### src/rtl/mem_arbiter.sv
// Shares one pipelined main memory between the I-cache fill path and the D-cache fill/write path.
// Fills issue the block's word addresses back to back and steer returned words to the owner.
module mem_arbiter #(
    parameter int unsigned WORDS = 8
) (
    input  logic                     clk,
    input  logic                     rst,
    input  logic                     i_req,
    input  logic [15:0]              i_addr,
    input  logic                     d_req,
    input  logic                     d_wr,
    input  logic [15:0]              d_addr,
    input  logic [15:0]              d_wdata,
    input  logic [15:0]              mem_data_in,
    input  logic                     mem_data_valid,
    output logic                     mem_enable,
    output logic                     mem_wr,
    output logic [15:0]              mem_addr,
    output logic [15:0]              mem_data_out,
    output logic [15:0]              fill_data,
    output logic [$clog2(WORDS)-1:0] fill_word,
    output logic                     i_fill_valid,
    output logic                     d_fill_valid,
    output logic                     i_done,
    output logic                     d_done,
    output logic                     busy
);

    localparam int unsigned WW = $clog2(WORDS);
    localparam logic [WW:0] IssEnd = (WW + 1)'(WORDS);
    localparam logic [WW-1:0] RcvLast = WW'(WORDS - 1);
    localparam logic [15:0] BaseMask = ~16'(2 * WORDS - 1);

    typedef enum logic [1:0] {StIdle, StIFill, StDFill, StDWrite} state_e;

    state_e        state_q;
    logic [WW:0]   iss_q;
    logic [WW-1:0] rcv_q;
    logic [15:0]   base_q;
    logic          last_d_q;

    logic d_pend;
    logic grant_d;
    logic in_fill;
    logic fill_hit;
    logic last_word;

    assign d_pend    = d_req | d_wr;
    // On a tie, D wins unless the previous grant already went to D.
    assign grant_d   = d_pend & (~i_req | ~last_d_q);
    assign in_fill   = (state_q == StIFill) | (state_q == StDFill);
    assign fill_hit  = in_fill & mem_data_valid;
    assign last_word = (rcv_q == RcvLast);

    always_ff @(posedge clk) begin
        if (rst) begin
            state_q  <= StIdle;
            iss_q    <= '0;
            rcv_q    <= '0;
            base_q   <= '0;
            last_d_q <= 1'b0;
        end else begin
            case (state_q)
                StIdle: begin
                    if (grant_d) begin
                        last_d_q <= 1'b1;
                        if (d_wr) begin
                            state_q <= StDWrite;
                        end else begin
                            state_q <= StDFill;
                            base_q  <= d_addr & BaseMask;
                            iss_q   <= '0;
                            rcv_q   <= '0;
                        end
                    end else if (i_req) begin
                        last_d_q <= 1'b0;
                        state_q  <= StIFill;
                        base_q   <= i_addr & BaseMask;
                        iss_q    <= '0;
                        rcv_q    <= '0;
                    end
                end
                StIFill, StDFill: begin
                    if (iss_q != IssEnd) begin
                        iss_q <= iss_q + 1'b1;
                    end
                    if (mem_data_valid) begin
                        rcv_q <= rcv_q + 1'b1;
                        if (last_word) begin
                            state_q <= StIdle;
                        end
                    end
                end
                StDWrite: state_q <= StIdle;
                default:  state_q <= StIdle;
            endcase
        end
    end

    always_comb begin
        mem_enable   = 1'b0;
        mem_wr       = 1'b0;
        mem_addr     = '0;
        mem_data_out = '0;
        fill_data    = mem_data_in;
        fill_word    = '0;
        i_fill_valid = 1'b0;
        d_fill_valid = 1'b0;
        i_done       = 1'b0;
        d_done       = 1'b0;
        busy         = (state_q != StIdle);

        if (in_fill && (iss_q != IssEnd)) begin
            mem_enable = 1'b1;
            mem_addr   = base_q + 16'({iss_q, 1'b0});
        end

        if (fill_hit) begin
            fill_word    = rcv_q;
            i_fill_valid = (state_q == StIFill);
            d_fill_valid = (state_q == StDFill);
            i_done       = (state_q == StIFill) & last_word;
            d_done       = (state_q == StDFill) & last_word;
        end

        if (state_q == StDWrite) begin
            mem_enable   = 1'b1;
            mem_wr       = 1'b1;
            mem_addr     = d_addr;
            mem_data_out = d_wdata;
            d_done       = 1'b1;
        end
    end

endmodule

### config.mk
export PLATFORM = sky130hd
export DESIGN_NAME = mem_arbiter
export DESIGN_NICKNAME = d
export VERILOG_FILES = /design/src/rtl/mem_arbiter.sv
export SDC_FILE = /design/constraint.sdc
export NUM_CORES = 1
export LEC_CHECK = 0
export ABC_CLOCK_PERIOD_IN_PS = 1950
export CORE_MARGIN = 10
export CORE_UTILIZATION = 32
export CTS_CLUSTER_DIAMETER = 30
export CTS_CLUSTER_SIZE = 24
export DETAILED_ROUTE_END_ITERATION = 6
export GPL_ROUTABILITY_DRIVEN = 1
export PLACE_DENSITY = 0.86
export SKIP_LAST_GASP = 1
export SLEW_MARGIN = 25
export SYNTH_ARGS = -nofsm -noshare
export SYNTH_HDL_FRONTEND = slang
export SYNTH_SLANG_ARGS = --single-unit
### constraint.sdc
create_clock -name clk -period 1.95 [get_ports clk]
set_input_delay 0.39 -clock clk [delete_from_list [all_inputs] [get_ports clk]]
set_output_delay 0.39 -clock clk [all_outputs]
set_load 0.02 [all_outputs]
==> results of run 1 <==
[metal layers]
| metal | wire length (µm) | GRT usage |
|---|---|---|
| met1 | 2974 | 0.1510 |
| met2 | 3517 | 0.2545 |
| met3 | 471 | 0.03299 |
| met4 | 49 | 0.02457 |
| met5 | 0 | 0 |
[synthesized netlist by cell type, drive strengths merged, types with 2 or more instances]
| library cell | instances |
|---|---|
| dfxtp | 22 |
| o21ai | 8 |
| nand3 | 11 |
| and2 | 19 |
| a22o | 8 |
| and3 | 8 |
| xnor2 | 9 |
| a21oi | 6 |
| buf | 20 |
| inv | 8 |
| a211oi | 12 |
| a31oi | 3 |
| o31ai | 5 |
| ha | 11 |
| mux2i | 17 |
| xor2 | 2 |
| nand4 | 4 |
| nand2 | 15 |
| and4 | 2 |
| clkbuf | 9 |
| nor2 | 19 |
[cell families (layout without fill, tap and decap cells)]
| kind of cell | after synthesis | in the layout | share of synthesized area |
|---|---|---|---|
| DFF | 22 | 22 | 0.2404 |
| muxes | 18 | 18 | 0.09904 |
| AOI/OAI and AO/OA | 47 | 47 | 0.1790 |
| xor gates and xnor gates | 11 | 11 | 0.05260 |
| and+or+nand+nor | 83 | 83 | 0.2391 |
| buffers and inverters | 37 | 154 | 0.1148 |
| adders and majority gates | 11 | 11 | 0.07514 |
[registers in the layout, indices dropped and copies added, names as in the netlist]
signal    cells
base_q       12
iss_q         4
rcv_q         3
state_q       2
last_d_q      1
[final cells by class]
class                   count  area [µm²]  share of cell area
multi-input cells         170        1335              0.4059
repair buffers            142        1310              0.3983
flip-flops and latches     22       452.9              0.1377
well taps                  72       90.09             0.02739
clock buffers               3       41.29             0.01255
clock inverters             1       30.03            0.009129
inverters                   8       30.03            0.009129
[through the flow]
| step | total power (µW) | instance area, µm² | hold WS [ns] | utilization | worst slack, ns |
|---|---|---|---|---|---|
| detailed placement | 3018 | 3027 | 0.4831 | 0.5463 | -0.3521 |
| finish | 4037 | 3289 | 0.5058 | 0.5937 | -0.03913 |
| global placement | 2957 | 3027 | 0.4794 | 0.5463 | -0.3271 |
| floorplan | 1939 | 1841 | 0.4619 | - | -0.07898 |
| global route | 4273 | 3289 | 0.5320 | 0.5937 | -0.1016 |
| CTS | 3543 | 3113 | 0.4988 | 0.5619 | -0.07852 |
[cells in the final DEF, fill, tap and decap left out, types with 3 or more instances in the layout]
cell | synthesis | layout
ha_1 | 11 | 6
a31oi_1 | 3 | 3
nand3_1 | 11 | 11
a22o_1 | 8 | 8
and2_1 | 19 | 18
clkdlybuf4s50_1 | 0 | 49
clkbuf_2 | 0 | 10
buf_6 | 1 | 19
nand2_1 | 15 | 12
and3_1 | 7 | 5
a211oi_1 | 12 | 12
o21ai_0 | 8 | 6
nor2_1 | 19 | 18
a21oi_1 | 6 | 5
buf_4 | 16 | 43
inv_2 | 0 | 4
mux2i_1 | 17 | 17
buf_12 | 0 | 3
nand4_1 | 4 | 4
xnor2_1 | 9 | 9
clkdlybuf4s15_2 | 0 | 4
dfxtp_1 | 22 | 12
clkbuf_8 | 0 | 3
inv_1 | 8 | 4
o31ai_4 | 0 | 3
buf_2 | 3 | 9
ha_4 | 0 | 4
dfxtp_2 | 0 | 10
[report_power, final]
group / internal [µW] / switching, µW
Sequential: 587 / 90.1
Combinational: 1490 / 1430
Clock: 274 / 163
Total: 2350 / 1690
[timing repair]
| item | 4_1_cts | 5_1_grt |
|---|---|---|
| setup endpoints to repair | 42 | 38 |
| setup buffers | 0 | 5 |
| endpoints found under the hold margin | 0 | 0 |
| pin swaps | 5 | 16 |
| gates resized for setup | 176 | 56 |
| gates cloned | 0 | 2 |
[final timing paths]
check                                from                      end  slack (ns)  depth (start not counted)
setup / recovery  state_q[1]$_SDFFE_PP0P_              mem_addr[6]       -0.04                          6
hold / removal      rcv_q[1]$_SDFFE_PP0P_    rcv_q[1]$_SDFFE_PP0P_        0.51                          2
setup reg to reg  state_q[1]$_SDFFE_PP0P_  state_q[1]$_SDFFE_PP0P_        0.07                          8
hold reg to reg     rcv_q[1]$_SDFFE_PP0P_    rcv_q[1]$_SDFFE_PP0P_        0.51                          2
[worst reg2reg max path: cells and delay by family, from the launching register on]
family	cells	cell delay [ns]
adder cells (fa/ha/maj)	1	0.27
AND/OR/NAND/NOR	1	0.07
AO/OA/AOI/OAI	1	0.26
buffers and inverters	4	0.48
multiplexers	1	0.38
flip-flops	1	0.35
==> summary.txt, run 1 <==
Drt wl/cell = 16.78 µm
Starting DRC count in detailed routing = 60
Top Family by Delay on Critical Path = buffers and inverters
Sequential share of the synthesized area = 0.2404
I/O Buffers = 91
Synth top area cells = dfxtp_1, mux2i_1, ha_1
Synth area leader = dfxtp_1
Synth Flop Type = dfxtp_1
Hold buffer count at CTS = 0
Status = finished, violations left
Setup violations, final = 12
Die H = 95.66 µm
Syn_area_per_cell = 7.999 µm²
Gpl congestion = 0.8781
Slowest CP cell = dfxtp_2
Core area = 5540 µm²
Post-synth EDFFs = 0
ANT cells = 0
Via Count = 2,083
Clock buffer depth = 2
Setup TNS = -0.3561 ns
Largest net degree at the start of global routing = 25
HPWL after DPL = 5053 µm
Synth top area share = 0.2404
Synthesized area = 1832 µm²
Crit-path max cell delay = 0.35 ns
Cell chain of the critical path = inv_2, ha_4, nand2_4, buf_6, o31ai_2, buf_4
CTS tree = yes
Worst setup margin = -0.03913 ns
Final wirelength = 7012 µm
Initial antenna violation count = 0
Global-route wire length before repair = 10,140 µm
Cell Pwr Density = 1227 nW/µm²
H-tree depth = 1
Kind of critical path = reg2out
#FFs+latches synth = 22
RSZ-0062 raised after global routing = yes
Via/cell ratio = 4.983
WP buf/inv = 3
Remaining DRCs = 0
Leak = 0.001482 µW
Max_slew headroom = 0.7635
Fin. Hold Viols = 0
VDD IR max = 0.6953 mV
Non-Filler Instances = 418
Total CTS buffers = 3
Final min period = 1.989 ns
Period utilization = 1.020
Worst endpoint required time = 1.56 ns
Clock-pin slew on the worst setup and hold paths = 0.09 ns
F_max = 502.7 MHz
CTS Sinks = 22
Worst Hold Class = reg2reg
Max Slew Vio Count = 0
WP data arrival = 1.60 ns
Post-Synthesis Cells = 229
Total track usage = 0.1355
CP endpoint kind = output pin
Skew final = 0.002659 ns
# fillers = 486
Clk root buf = clkbuf_8
Die width = 95.66 µm
Iteration count of the initial detailed-routing pass = 4
Placed instance count = 407
FFs w/ async S/R, synth = 0
I/O pins = 128
# rows = 27
Worst-Margin Slew = 0.3531 ns
Initial Util = 0.3306
Total grt overflow = 0
Worst skew pair latency = 0.26 ns
Distinct cells, synth = 35
Failing checks = negative setup slack
Layout area overhead = 79.58%
Final #Nets = 428
Max_cap viols = 0
Vias in the first global route = 2,066
Crit start category = flip-flop
Synth warn = 0
ANT nets after route = 0
Die ar. = 9151 µm²
Share of cells above drive strength 1 = 0.3815
CP Max Fanout = 5
Syn_nets = 310
Note: power is estimated with default switching activity, not from simulation.
==> inputs of run 2 (changes only) <==
Settings changed: RECOVER_POWER from default to 50.
==> run 2 against run 1 <==
Compared with the run above: the flow still finishes with violations (negative setup slack); clock skew down 0.00064 ns; largest power group unchanged; combinational power down 1%; register-to-register slack about the same; critical path type unchanged; first-iteration DRC count down 5.0%; critical endpoint is now mem_addr[11].
==> summary.txt, run 2 (synthesized netlist as in run 1, its figures left out) <==
Via Count = 2,109 (was 2,083)
Total grt overflow = 0 (unchanged)
Fin util = 0.5897 (was 0.5937)
Starting DRC count in detailed routing = 57 (was 60)
Fin. Hold Viols = 0 (unchanged)
WP buf/inv = 3 (unchanged)
Design Area, Final = 3267 µm² (was 3289 µm²)
# rows = 27 (unchanged)
Final min period = 1.989 ns (about the same)
WP data arrival = 1.60 ns (about the same)
Worst skew pair latency = 0.26 ns (about the same)
Max Slew Vio Count = 0 (unchanged)
Final #Nets = 428 (unchanged)
Core area = 5540 µm² (unchanged)
Status = finished, violations left (unchanged)
CP endpoint kind = output pin (unchanged)
# fillers = 488 (was 486)
CP Max Fanout = 8 (was 5)
Slowest CP cell = dfxtp_2 (unchanged)
Commonest non-fill, non-tap cell in the layout = clkdlybuf4s50_1 (unchanged)
CP most frequent cell = buf_6
Layout area overhead = 78.35% (was 79.58%)
Hold buffer count at CTS = 0 (unchanged)
Initial antenna violation count = 0 (unchanged)
Critical R2R Launch = state_q[1]$_SDFFE_PP0P_ (unchanged)
Multi-input combinational cell area = 1335 µm² (unchanged)
VDD IR max = 0.6921 mV (was 0.6953 mV)
Total CTS buffers = 3 (unchanged)
Most flop-heavy register = base_q (unchanged)
Die width = 95.66 µm (unchanged)
H-tree depth = 1 (unchanged)
Iteration count of the initial detailed-routing pass = 4 (unchanged)
Cell chain of the critical path = inv_2, ha_4, nand3b_1, nand2_4, nor2_4, buf_6, a22o_1, buf_6 (was inv_2, ha_4, nand2_4, buf_6, o31ai_2, buf_4)
Worst Hold Class = reg2reg (unchanged)
Max reg flops = 12 (unchanged)
Hold Path Stages = 2 (unchanged)
Remaining DRCs = 0 (unchanged)
Worst setup margin = -0.03874 ns (was -0.03913 ns)
Worst-Margin Slew = 0.4381 ns (was 0.3531 ns)
Top Family by Delay on Critical Path = flip-flops (was buffers and inverters)
Period utilization = 1.020 (about the same)
Leak = 0.001470 µW (was 0.001482 µW)
Global-route wire length before repair = 10,140 µm (unchanged)
Cell Pwr Density = 1222 nW/µm² (was 1227 nW/µm²)
Die ar. = 9151 µm² (unchanged)
Clock buffer depth = 2 (unchanged)
R2r setup slk = 0.08 ns (was 0.07 ns)
Drt wl/cell = 16.78 µm (about the same)
I/O pins = 128 (unchanged)
Max_slew headroom = 0.7079 (was 0.7635)
Area after DPL = 3027 µm² (unchanged)
Clk root buf = clkbuf_8 (unchanged)
Failing checks = negative setup slack (unchanged)
Max_cap viols = 0 (unchanged)
Vias in the first global route = 2,066 (unchanged)
Total track usage = 0.1355 (unchanged)
Crit start category = flip-flop (unchanged)
Hold Crit Endpoint = rcv_q[2]$_SDFFE_PP0P_ (was rcv_q[1]$_SDFFE_PP0P_)
Most frequent cells in the layout = clkdlybuf4s50_1, buf_4, buf_6 (unchanged)
I/O Buffers = 91 (unchanged)
Skew final = 0.002019 ns (was 0.002659 ns)
CTS Sinks = 22 (unchanged)
Register area = 452.9 µm² (unchanged)
Worst endpoint required time = 1.56 ns (about the same)
Kind of critical path = reg2out (unchanged)
Via/cell ratio = 5.045 (was 4.983)
Die H = 95.66 µm (unchanged)
Capturing point of the worst reg2reg path = state_q[1]$_SDFFE_PP0P_ (unchanged)
RSZ-0062 raised after global routing = yes (unchanged)
Top Registers = base_q x12, iss_q x4, rcv_q x3 (unchanged)
CTS tree = yes (unchanged)
Clock-pin slew on the worst setup and hold paths = 0.09 ns (about the same)
Largest net degree at the start of global routing = 25 (unchanged)
Share of cells above drive strength 1 = 0.3757 (was 0.3815)
Final wirelength = 7013 µm (was 7012 µm)
Setup violations, final = 12 (unchanged)
Crit-path max cell delay = 0.34 ns (was 0.35 ns)
ANT cells = 0 (unchanged)
ANT nets after route = 0 (unchanged)
Gpl congestion = 0.8781 (unchanged)
Min-delay src = rcv_q[2]$_SDFFE_PP0P_ (was rcv_q[1]$_SDFFE_PP0P_)
F_max = 502.8 MHz (was 502.7 MHz)
FF-to-FF path depth = 8 (unchanged)
Initial Util = 0.3306 (unchanged)
HPWL after DPL = 5053 µm (unchanged)
-- run 2: cell types whose count changed in the layout (fill, tap and decap cells not counted), sizes merged --
cell,change
buf,-3
clkbuf,+3
-- run 2: timing repair --
action / in CTS / in global routing
resized for setup: 176 / 56
setup buffers: 0 / 5
setup endpoints to repair: 42 / 38
gates cloned: 0 / 2
pin swaps: 5 / 16
-- run 2: cell type report --
type	instances	share of cell area
timing repair buffer	142	0.3941
clock buffer	3	0.01264
tap	72	0.02758
inverter	8	0.009192
multi-input combinational	170	0.4087
sequential	22	0.1386
clock inverter	1	0.009192
-- run 2: worst min-delay path, stage by stage (launching register included) --
cell	delay (ns)
dfxtp_1	0.33
o21ai_0	0.08
a21oi_1	0.06
-- run 2: per-stage QoR --
stage / instances / TNS (ns) / hold WS (ns) / power (µW) / setup slack, ns
detailed placement: 407 / -7.970 / 0.4831 / 3018 / -0.3521
floorplan: 229 / -0.3291 / 0.4619 / 1939 / -0.07898
CTS: 411 / -0.3924 / 0.4988 / 3543 / -0.07852
global placement: 407 / -5.678 / 0.4794 / 2957 / -0.3271
finish: 418 / -0.3450 / 0.5048 / 3991 / -0.03874
global route: 418 / -1.294 / 0.5320 / 4229 / -0.1016
-- run 2: how the worst max path moves through the flow --
stage	slack [ns]	cells after the start	start	end
4_1_cts	-0.08	6	state_q[0]$_SDFFE_PP0P_	mem_addr[6]
3_3_place_gp	-0.33	4	mem_data_valid	i_done
5_1_grt	-0.10	7	state_q[1]$_SDFFE_PP0P_	mem_addr[11]
3_5_place_dp	-0.35	6	state_q[0]$_SDFFE_PP0P_	mem_addr[6]
2_1_floorplan	-0.08	6	state_q[0]$_SDFFE_PP0P_	i_done
6_report	-0.04	8	iss_q[0]$_SDFFE_PP0P_	mem_addr[11]
-- run 2: where the power goes --
group          internal [µW]  switching, µW
Combinational           1450           1420
Sequential               587           90.4
Clock                    274            163
-- run 2: layer usage --
| layer | up-vias | share of wire | global-route usage |
|---|---|---|---|
| met4 | 0 | 0.0070 | 0.02457 |
| met5 | - | 0 | 0 |
| met3 | 11 | 0.074 | 0.03299 |
| met2 | 79 | 0.50 | 0.2545 |
| li1 | 1037 | - | - |
| met1 | 982 | 0.42 | 0.1510 |
